==> config.mk <==
export PLATFORM = sky130hd
export DESIGN_NAME = redn_pipe
export DESIGN_NICKNAME = d
export VERILOG_FILES = /design/src/rtl/redn_pkg.sv /design/src/rtl/redn_level.sv /design/src/rtl/redn_pipe.sv
export SDC_FILE = /design/constraint.sdc
export NUM_CORES = 1
export LEC_CHECK = 0
export CAP_MARGIN = 10
export CORE_AREA = 2 2 200 202
export DETAILED_ROUTE_END_ITERATION = 6
export DIE_AREA = 0 0 202 204
export PLACE_DENSITY = 0.54
export SYNTH_ARGS = -nofsm -noshare
export SYNTH_HDL_FRONTEND = slang
export SYNTH_SLANG_ARGS = --single-unit
==> constraint.sdc <==
create_clock -name clk_i -period 1.86 [get_ports clk_i]
set_input_delay 0.279 -clock clk_i [delete_from_list [all_inputs] [get_ports clk_i]]
set_output_delay 0.279 -clock clk_i [all_outputs]
set_load 0.02 [all_outputs]
==> src/rtl/redn_pkg.sv <==
// -----------------------------------------------------------------------------
// redn_pkg
// Shared definitions for the pipelined reduction unit (redn_pipe):
//   - redn_op_e      : reduction op encodings (OR / AND / XOR / NOR)
//   - redn_clog2     : ceil(log2(n)), used for the tree depth
//   - redn_cnt       : number of partial words held at a given tree level
//   - redn_ident_bit : identity element bit for an op (replicated to WIDTH)
// -----------------------------------------------------------------------------
package redn_pkg;

  typedef enum logic [1:0] {
    REDN_OR  = 2'b00,
    REDN_AND = 2'b01,
    REDN_XOR = 2'b10,
    REDN_NOR = 2'b11
  } redn_op_e;

  function automatic int unsigned redn_clog2(input int unsigned n);
    int unsigned r;
    r = 0;
    for (int unsigned i = 1; i < n; i = i << 1) begin
      r = r + 1;
    end
    return r;
  endfunction

  // Words alive at level lvl: ceil(n / 2^lvl). Level 0 is the operand vector.
  function automatic int unsigned redn_cnt(input int unsigned n, input int unsigned lvl);
    return (n + (32'd1 << lvl) - 32'd1) >> lvl;
  endfunction

  // AND pads with all-1; OR, XOR and NOR (which reduces with OR) pad with all-0.
  function automatic logic redn_ident_bit(input logic [1:0] op);
    return (op == REDN_AND);
  endfunction

endpackage

==> src/rtl/redn_level.sv <==
// -----------------------------------------------------------------------------
// redn_level
// One level of the reduction tree: pairs up IN_CNT words, applies the node
// function, and registers ceil(IN_CNT/2) results together with valid and op.
// An odd trailing word is paired with the identity element of its op.
//
// Ports:
//   clk_i, rst_ni : clock, asynchronous active-low reset
//   up_valid_i    : upstream level (or input port) holds a valid bundle
//   up_op_i       : op travelling with the upstream bundle
//   up_data_i     : IN_CNT words from upstream, word i at [i*WIDTH +: WIDTH]
//   dn_adv_i      : downstream level can take this level's contents
//   adv_o         : this level loads this cycle (empty or draining)
//   valid_o/op_o  : registered valid and op
//   data_o        : registered ceil(IN_CNT/2) partial words
// -----------------------------------------------------------------------------
module redn_level
  import redn_pkg::*;
#(
  parameter int unsigned IN_CNT = 2,
  parameter int unsigned WIDTH  = 16
) (
  input  logic                            clk_i,
  input  logic                            rst_ni,
  input  logic                            up_valid_i,
  input  logic [1:0]                      up_op_i,
  input  logic [IN_CNT*WIDTH-1:0]         up_data_i,
  input  logic                            dn_adv_i,
  output logic                            adv_o,
  output logic                            valid_o,
  output logic [1:0]                      op_o,
  output logic [((IN_CNT+1)/2)*WIDTH-1:0] data_o
);

  localparam int unsigned OUT_CNT = (IN_CNT + 1) / 2;
  localparam int unsigned PAD_W   = 2 * OUT_CNT * WIDTH;

  logic [WIDTH-1:0]         ident;
  logic [PAD_W-1:0]         padded;
  logic [OUT_CNT*WIDTH-1:0] node;

  logic                     valid_q, valid_d;
  logic [1:0]               op_q, op_d;
  logic [OUT_CNT*WIDTH-1:0] data_q, data_d;

  // Fill every slot with the identity first, then overlay the real words,
  // so an odd IN_CNT leaves the identity in the last partner slot.
  always_comb begin
    ident  = {WIDTH{redn_ident_bit(up_op_i)}};
    padded = {(2*OUT_CNT){ident}};
    padded[IN_CNT*WIDTH-1:0] = up_data_i;
    node   = '0;
    for (int j = 0; j < int'(OUT_CNT); j++) begin
      case (up_op_i)
        REDN_AND: node[j*WIDTH +: WIDTH] = padded[2*j*WIDTH +: WIDTH] & padded[(2*j+1)*WIDTH +: WIDTH];
        REDN_XOR: node[j*WIDTH +: WIDTH] = padded[2*j*WIDTH +: WIDTH] ^ padded[(2*j+1)*WIDTH +: WIDTH];
        // NOR reduces with OR; the inversion happens once at the tree output.
        default:  node[j*WIDTH +: WIDTH] = padded[2*j*WIDTH +: WIDTH] | padded[(2*j+1)*WIDTH +: WIDTH];
      endcase
    end
  end

  // An empty level always loads, so bubbles collapse under a downstream stall.
  assign adv_o = !valid_q || dn_adv_i;

  always_comb begin
    valid_d = valid_q;
    op_d    = op_q;
    data_d  = data_q;
    if (adv_o) begin
      valid_d = up_valid_i;
      if (up_valid_i) begin
        op_d   = up_op_i;
        data_d = node;
      end
    end
  end

  always_ff @(posedge clk_i or negedge rst_ni) begin
    if (!rst_ni) begin
      valid_q <= 1'b0;
      op_q    <= REDN_OR;
      data_q  <= '0;
    end else begin
      valid_q <= valid_d;
      op_q    <= op_d;
      data_q  <= data_d;
    end
  end

  assign valid_o = valid_q;
  assign op_o    = op_q;
  assign data_o  = data_q;

endmodule

==> src/rtl/redn_pipe.sv <==
// -----------------------------------------------------------------------------
// redn_pipe
// Pipelined N_IN-input bitwise reduction (OR / AND / XOR / NOR) of WIDTH-bit
// operands. Binary tree of LAT = clog2(N_IN) registered levels with a
// valid/ready handshake on both sides; one bundle per cycle when unstalled.
//
// Ports:
//   clk_i, rst_ni : clock, asynchronous active-low reset
//   in_valid_i    : operand bundle valid
//   in_ready_o    : bundle accepted this cycle (combinational from out_ready_i)
//   in_data_i     : operands, operand i at [i*WIDTH +: WIDTH]
//   in_op_i       : 00 OR, 01 AND, 10 XOR, 11 NOR
//   in_mask_i     : per-operand enable (REDN_PIPE_LANE_MASK_EN builds only)
//   out_valid_o   : result valid
//   out_ready_i   : consumer accepts result
//   out_data_o    : reduction result (held while stalled)
//   out_op_o      : op that produced out_data_o
//
// Build option: define REDN_PIPE_LANE_MASK_EN to add in_mask_i; masked-out
// operands are replaced by the op's identity before the first level.
// -----------------------------------------------------------------------------
module redn_pipe
  import redn_pkg::*;
#(
  parameter int unsigned N_IN  = 8,
  parameter int unsigned WIDTH = 16
) (
  input  logic                    clk_i,
  input  logic                    rst_ni,
  input  logic                    in_valid_i,
  output logic                    in_ready_o,
  input  logic [N_IN*WIDTH-1:0]   in_data_i,
  input  logic [1:0]              in_op_i,
`ifdef REDN_PIPE_LANE_MASK_EN
  input  logic [N_IN-1:0]         in_mask_i,
`endif
  output logic                    out_valid_o,
  input  logic                    out_ready_i,
  output logic [WIDTH-1:0]        out_data_o,
  output logic [1:0]              out_op_o
);

  localparam int unsigned LAT = redn_clog2(N_IN);

  logic [N_IN*WIDTH-1:0] opnd;

`ifdef REDN_PIPE_LANE_MASK_EN
  always_comb begin
    opnd = in_data_i;
    for (int i = 0; i < int'(N_IN); i++) begin
      if (!in_mask_i[i]) begin
        opnd[i*WIDTH +: WIDTH] = {WIDTH{redn_ident_bit(in_op_i)}};
      end
    end
  end
`else
  assign opnd = in_data_i;
`endif

  // Index 0 is the input port side; index LAT is the output register.
  logic       lvl_valid [0:LAT];
  logic [1:0] lvl_op    [0:LAT];
  logic       lvl_adv   [1:LAT+1];

  assign lvl_valid[0]     = in_valid_i;
  assign lvl_op[0]        = in_op_i;
  assign lvl_adv[LAT+1]   = !out_valid_o || out_ready_i;
  assign in_ready_o       = lvl_adv[1];

  for (genvar k = 1; k <= int'(LAT); k++) begin : gen_lvl
    localparam int unsigned IN_CNT  = redn_cnt(N_IN, k - 1);
    localparam int unsigned OUT_CNT = redn_cnt(N_IN, k);

    logic [IN_CNT*WIDTH-1:0]  up_data;
    logic [OUT_CNT*WIDTH-1:0] lvl_data;

    if (k == 1) begin : g_src
      assign up_data = opnd;
    end else begin : g_src
      assign up_data = gen_lvl[k-1].lvl_data;
    end

    redn_level #(
      .IN_CNT (IN_CNT),
      .WIDTH  (WIDTH)
    ) u_level (
      .clk_i      (clk_i),
      .rst_ni     (rst_ni),
      .up_valid_i (lvl_valid[k-1]),
      .up_op_i    (lvl_op[k-1]),
      .up_data_i  (up_data),
      .dn_adv_i   (lvl_adv[k+1]),
      .adv_o      (lvl_adv[k]),
      .valid_o    (lvl_valid[k]),
      .op_o       (lvl_op[k]),
      .data_o     (lvl_data)
    );
  end

  logic [WIDTH-1:0] last_data;
  assign last_data = gen_lvl[LAT].lvl_data;

  // Inversion is driven from registered data/op only, so no in->out comb path.
  assign out_valid_o = lvl_valid[LAT];
  assign out_op_o    = lvl_op[LAT];
  assign out_data_o  = (lvl_op[LAT] == REDN_NOR) ? ~last_data : last_data;

endmodule
* After elaboration in Yosys (flattened, before gate mapping)
Cells that the tools add are included.
** Word-level totals
- Register bits :: 121
- Word-level logic and storage cells :: 56
** Operators by class
- Equality and inequality tests :: 7
- Multiplexer cells :: 8
- Bitwise gates (word level) :: 22
- Reduce and logical (&&, ||, !) cells :: 10
** Operator list (count)
- $pmux 16 s2 :: 7
- $and 16x16->16 :: 7
- $or 16x16->16 :: 7
- $xor 16x16->16 :: 7
- $mux 16 :: 1
- $not 16->16 :: 1
- $eq 2x2->1 const B :: 4
- $eq 2x1->1 const B :: 3
- $reduce_and 2->1 :: 3
- $logic_or 1x1->1 :: 4
- $logic_not 1->1 :: 3

* Depth between registers and ports, before layout
Gate-level depths: netlist of the first run.
- Word-level depth :: 6
- Gate-level depth with buffers :: 7
- Gate-level depth less buffers :: 5

* Cells and area by module
From an unflattened synthesis of the first run, not the netlist that was laid out.
** Second synthesis, totals
- Cells, all modules :: 1010
- Area, all modules :: 10770.3 um^2
** Modules (own cells, without submodules)
- redn_level (gen_lvl[1].u_level) :: instances 1, cells each 559, area an instance 5950.7 um^2
- redn_level (gen_lvl[2].u_level) :: instances 1, cells each 284, area an instance 3040.4 um^2
- redn_level (gen_lvl[3].u_level) :: instances 1, cells each 148, area an instance 1606.5 um^2
- redn_pipe :: instances 1, cells each 19, area an instance 172.7 um^2

* Worst setup path after synthesis of the first run
Ideal clock, no wire load.
- Path type :: register -> output
- From :: register gen_lvl[3].u_level.op_q[1]
- To :: output port out_data_o[10]
- Data arrival time :: 1353 ps
- Data required time :: 1581 ps
- Slack :: 228 ps
- Cell stages (with the launch flop) :: 4
- Path buffers :: 1
- Cell sequence :: dfrtp_1 -> nand2_1 -> buf_2 -> xnor2_1
** On the way
- Word-level cells in the longest chain between the ends :: 2
** RTL lines
- start, declared :: line redn_level.sv:43 : logic [1:0] op_q, op_d;
- start signal, assigned :: line redn_level.sv:86 : op_q <= op_d;
- $eq 2x2->1 :: line redn_pipe.sv:106 : assign out_data_o = (lvl_op[LAT] == REDN_NOR) ? ~last_data : last_data;
- $mux 16 :: line redn_pipe.sv:106
- end, declared :: line redn_pipe.sv:39 : output logic [WIDTH-1:0] out_data_o,
Every way passes these cells.

* Final worst setup path of the first run
- From :: register gen_lvl[3].u_level.valid_q
- To :: output port out_valid_o
** RTL lines
- start, declared :: line redn_level.sv:42 : logic valid_q, valid_d;
- start signal, assigned :: line redn_level.sv:85 : valid_q <= valid_d;
- end, declared :: line redn_pipe.sv:37 : output logic out_valid_o,
No word-level cell between the ends.

==> run metrics, run 1 <==
status completed; switch share between 30% and 40%; placed cell areas 12740 sq um; Vert. Die Dim 204 um; WP data required 1.58 ns; most frequent cells in the layout inv_1, ha_1, clkdlybuf4s50_1, dfrtp_1; Slowest-stage cell, CP clkdlybuf4s50_1; Worst-Skew Late Latency just over 0.4 ns; vias in the first global route 7356; initial antenna violation count 0; most common cell after layout, fill and taps aside inv_1; largest cells by area after synthesis dfrtp_1, ha_1, a221oi_1, inv_1, mux2_2; capturing point of the worst reg2reg path gen_lvl[2].u_level.data_o[14]; Worst-path clk slew around 0.060 ns; fmax ~560 MHz; I/O pin count between 150 and 200; nets@finish 1537; Final setup viols 0; crit path time final 1.772 ns; family with the most delay on the worst path buffers and inverters; Cell Rows 73; Design Area, Final around 13000 sq um; routability cong. 0.7570; final slew viol count 0; Gate power share 44.9%; register area share after synthesis 28.94%; Seq cells post-synth 121; Antenna diodes 0; Reg2Reg Depth 6; drt pass-1 iters 5; RR Startpoint gen_lvl[1].u_level.op_o[0]; HPWL Detailed 19.46 mm; clock network fraction of total power 23.2%; VDD IR max 0.5513 mV; first-pass GRT wire length around 39 mm; Area Growth Syn to Fin 27.31%; library cells used by synthesis 22; post-synth top area cell dfrtp_1; Hold Path Class in2async; Initial DRC Count 245; CP Launch Type flip-flop; WL final 24.71 mm; largest net degree at the start of global routing 40; register share of total power between 30% and 40%; Int Power ~0.0087 W; period utilisation layout a little over nine tenths; Syn Area/Cell 10.37 sq um; PD cells 1036 nW/um^2; FF-to-FF setup slack about 0.12 ns; GRT Util Overall 12.13%; critical path class reg2out; Synth top area share 28.94%; ratio of cells with drive above 1 in the final layout 18.38%; vias 7527; WL/cell 14.44 um; H-tree levels 4; Max Root-Sink Buffers 2; grt total ovfl 0; clock buffer count from CTS 17; die area 41210 sq um; worst path cell trace clkdlybuf4s50_1; initial core utilization a little over a quarter; Post-Syn Instances 1009; syn nets 1373; worst endpoint data arrival time 1.49 ns; Clock Skew around 0.0069 ns; die width 202 um; CP peak stage delay ~0.64 ns; Min Hold Slack roughly 0.43 ns; CP Buf/Inv Count 1; Non-Filler Instances 1711; CP Capture Type primary output; CTS tree yes; Rel. slew slack 58.04%; Placed Cells incl. Taps 1678; clk root buf clkbuf_16; switching power 0.005073 W; final hold violations 0; RSZ-0062 raised after global routing no; Post-DRT Antenna Nets 0; core box area slightly below 40000 sq um; Ys Warns 0; synthesized area 10460 sq um; Max Cap Viol 0; CP Max Fanout 4; Via density about 4.4; detailed-route DRC error count 0; CTS Sinks approximately 120; # port buffers 153; Tightest Pin Transition about 0.63 ns; Lkg Pwr a little under 7 nW
kinds of logic (layout without fill, tap and decap cells):
family | after synthesis | in the layout | share of synthesized area [%]
XOR/XNOR | 16 | 16 | 1.339
multiplexers | 118 | 118 | 14.01
buffers and inverters | 290 | 467 | 12.67
AND/OR/NAND/NOR | 10 | 10 | 0.8010
AO/OA/AOI/OAI | 224 | 224 | 14.73
adder cells (fa/ha/maj) | 230 | 230 | 27.50
flip-flops | 121 | 121 | 28.94
flip-flops by register name, summed over array words and instances (netlist names):
signal                   cells
gen_lvl.u_level.valid_o      3
gen_lvl.u_level.data_o     112
gen_lvl.u_level.op_o         6
Yosys cell counts:
cell / count
a21oi_1: 112
a221oi_1: 112
buf_1: 2
buf_12: 5
buf_2: 19
buf_4: 3
buf_6: 16
clkbuf_1: 14
clkbuf_2: 1
dfrtp_1: 121
ha_1: 230
inv_1: 230
mux2_2: 76
mux2_4: 38
mux2i_1: 4
nand2_1: 1
nand2_2: 2
nand2_4: 1
nand2b_1: 4
nand3b_1: 1
nand4b_4: 1
xnor2_1: 16
repair_timing:
action | CTS | global route
hold endpoints to repair | 36 | 0
hold buffers | 1 | 0
resized for setup | 0 | 3
endpoints found under the setup margin | 0 | 12
buffers inserted | 0 | 0
routing by layer:
metal / GRT usage [%] / part of all wire [%] / vias up / wire length (um)
met5: 0 / 0 / - / 0
met4: 2.705 / 0.69 / 0 / 171
met3: 1.897 / 2.7 / 7 / 678
met2: 19.92 / 47 / 107 / 11640
met1: 16.74 / 49 / 3608 / 12220
li1: - / - / 3805 / -
how the worst max path moves through the flow:
stage,cells after the start,end,start,slack [ns]
6_report,1,out_valid_o,gen_lvl[3].u_level.valid_o,0.09
5_1_grt,1,out_valid_o,gen_lvl[3].u_level.valid_o,0.02
4_1_cts,1,out_valid_o,gen_lvl[3].u_level.valid_o,0.07
3_5_place_dp,7,gen_lvl[1].u_level.data_o[11],in_op_i[0],-0.26
3_3_place_gp,7,gen_lvl[1].u_level.data_o[24],in_op_i[1],-0.25
2_1_floorplan,3,out_data_o[10],gen_lvl[3].u_level.op_o[1],0.23
power groups by stage:
stage | registers (W) | clock network (W) | logic [W]
after detailed placement | 0.00448 | 0 | 0.00624
final | 0.00440 | 0.00320 | 0.00620
after global routing | 0.00455 | 0.00341 | 0.00696
after CTS | 0.00444 | 0.00329 | 0.00628
after global placement | 0.00446 | 0 | 0.00604
after floorplan | 0.00412 | 0 | 0.00417
metrics by stage:
step,setup TNS (ns),util (%),total power (W),setup slack (ns)
6_report,0,34.00,0.01380,0.08828
4_1_cts,0,33.98,0.01401,0.06508
3_5_place_dp,-14.02,32.53,0.01073,-0.2612
2_1_floorplan,0,-,0.008289,0.2277
3_3_place_gp,-13.27,32.53,0.01050,-0.2489
5_1_grt,0,34.00,0.01492,0.02208
final cells by class:
type	count	area, sq um
inverters	230	863.3
well taps	525	656.9
clock inverters	8	96.34
multi-input cells	598	6132
fillers	3966	25860
repair buffers	205	2083
clock buffers	24	461.7
flip-flops and latches	121	3028
(Power assumes the default switching activity.)
==> inputs of run 2 (changes only) <==
--- a/config.mk
+++ b/config.mk
@@ -10,6 +10,7 @@
 export DETAILED_ROUTE_END_ITERATION = 6
 export DIE_AREA = 0 0 202 204
 export PLACE_DENSITY = 0.54
+export SKIP_LAST_GASP = 1
 export SYNTH_ARGS = -nofsm -noshare
 export SYNTH_HDL_FRONTEND = slang
 export SYNTH_SLANG_ARGS = --single-unit
==> results of run 2 <==
No change in the layout: final DEF, timing and power equal those of run 1.
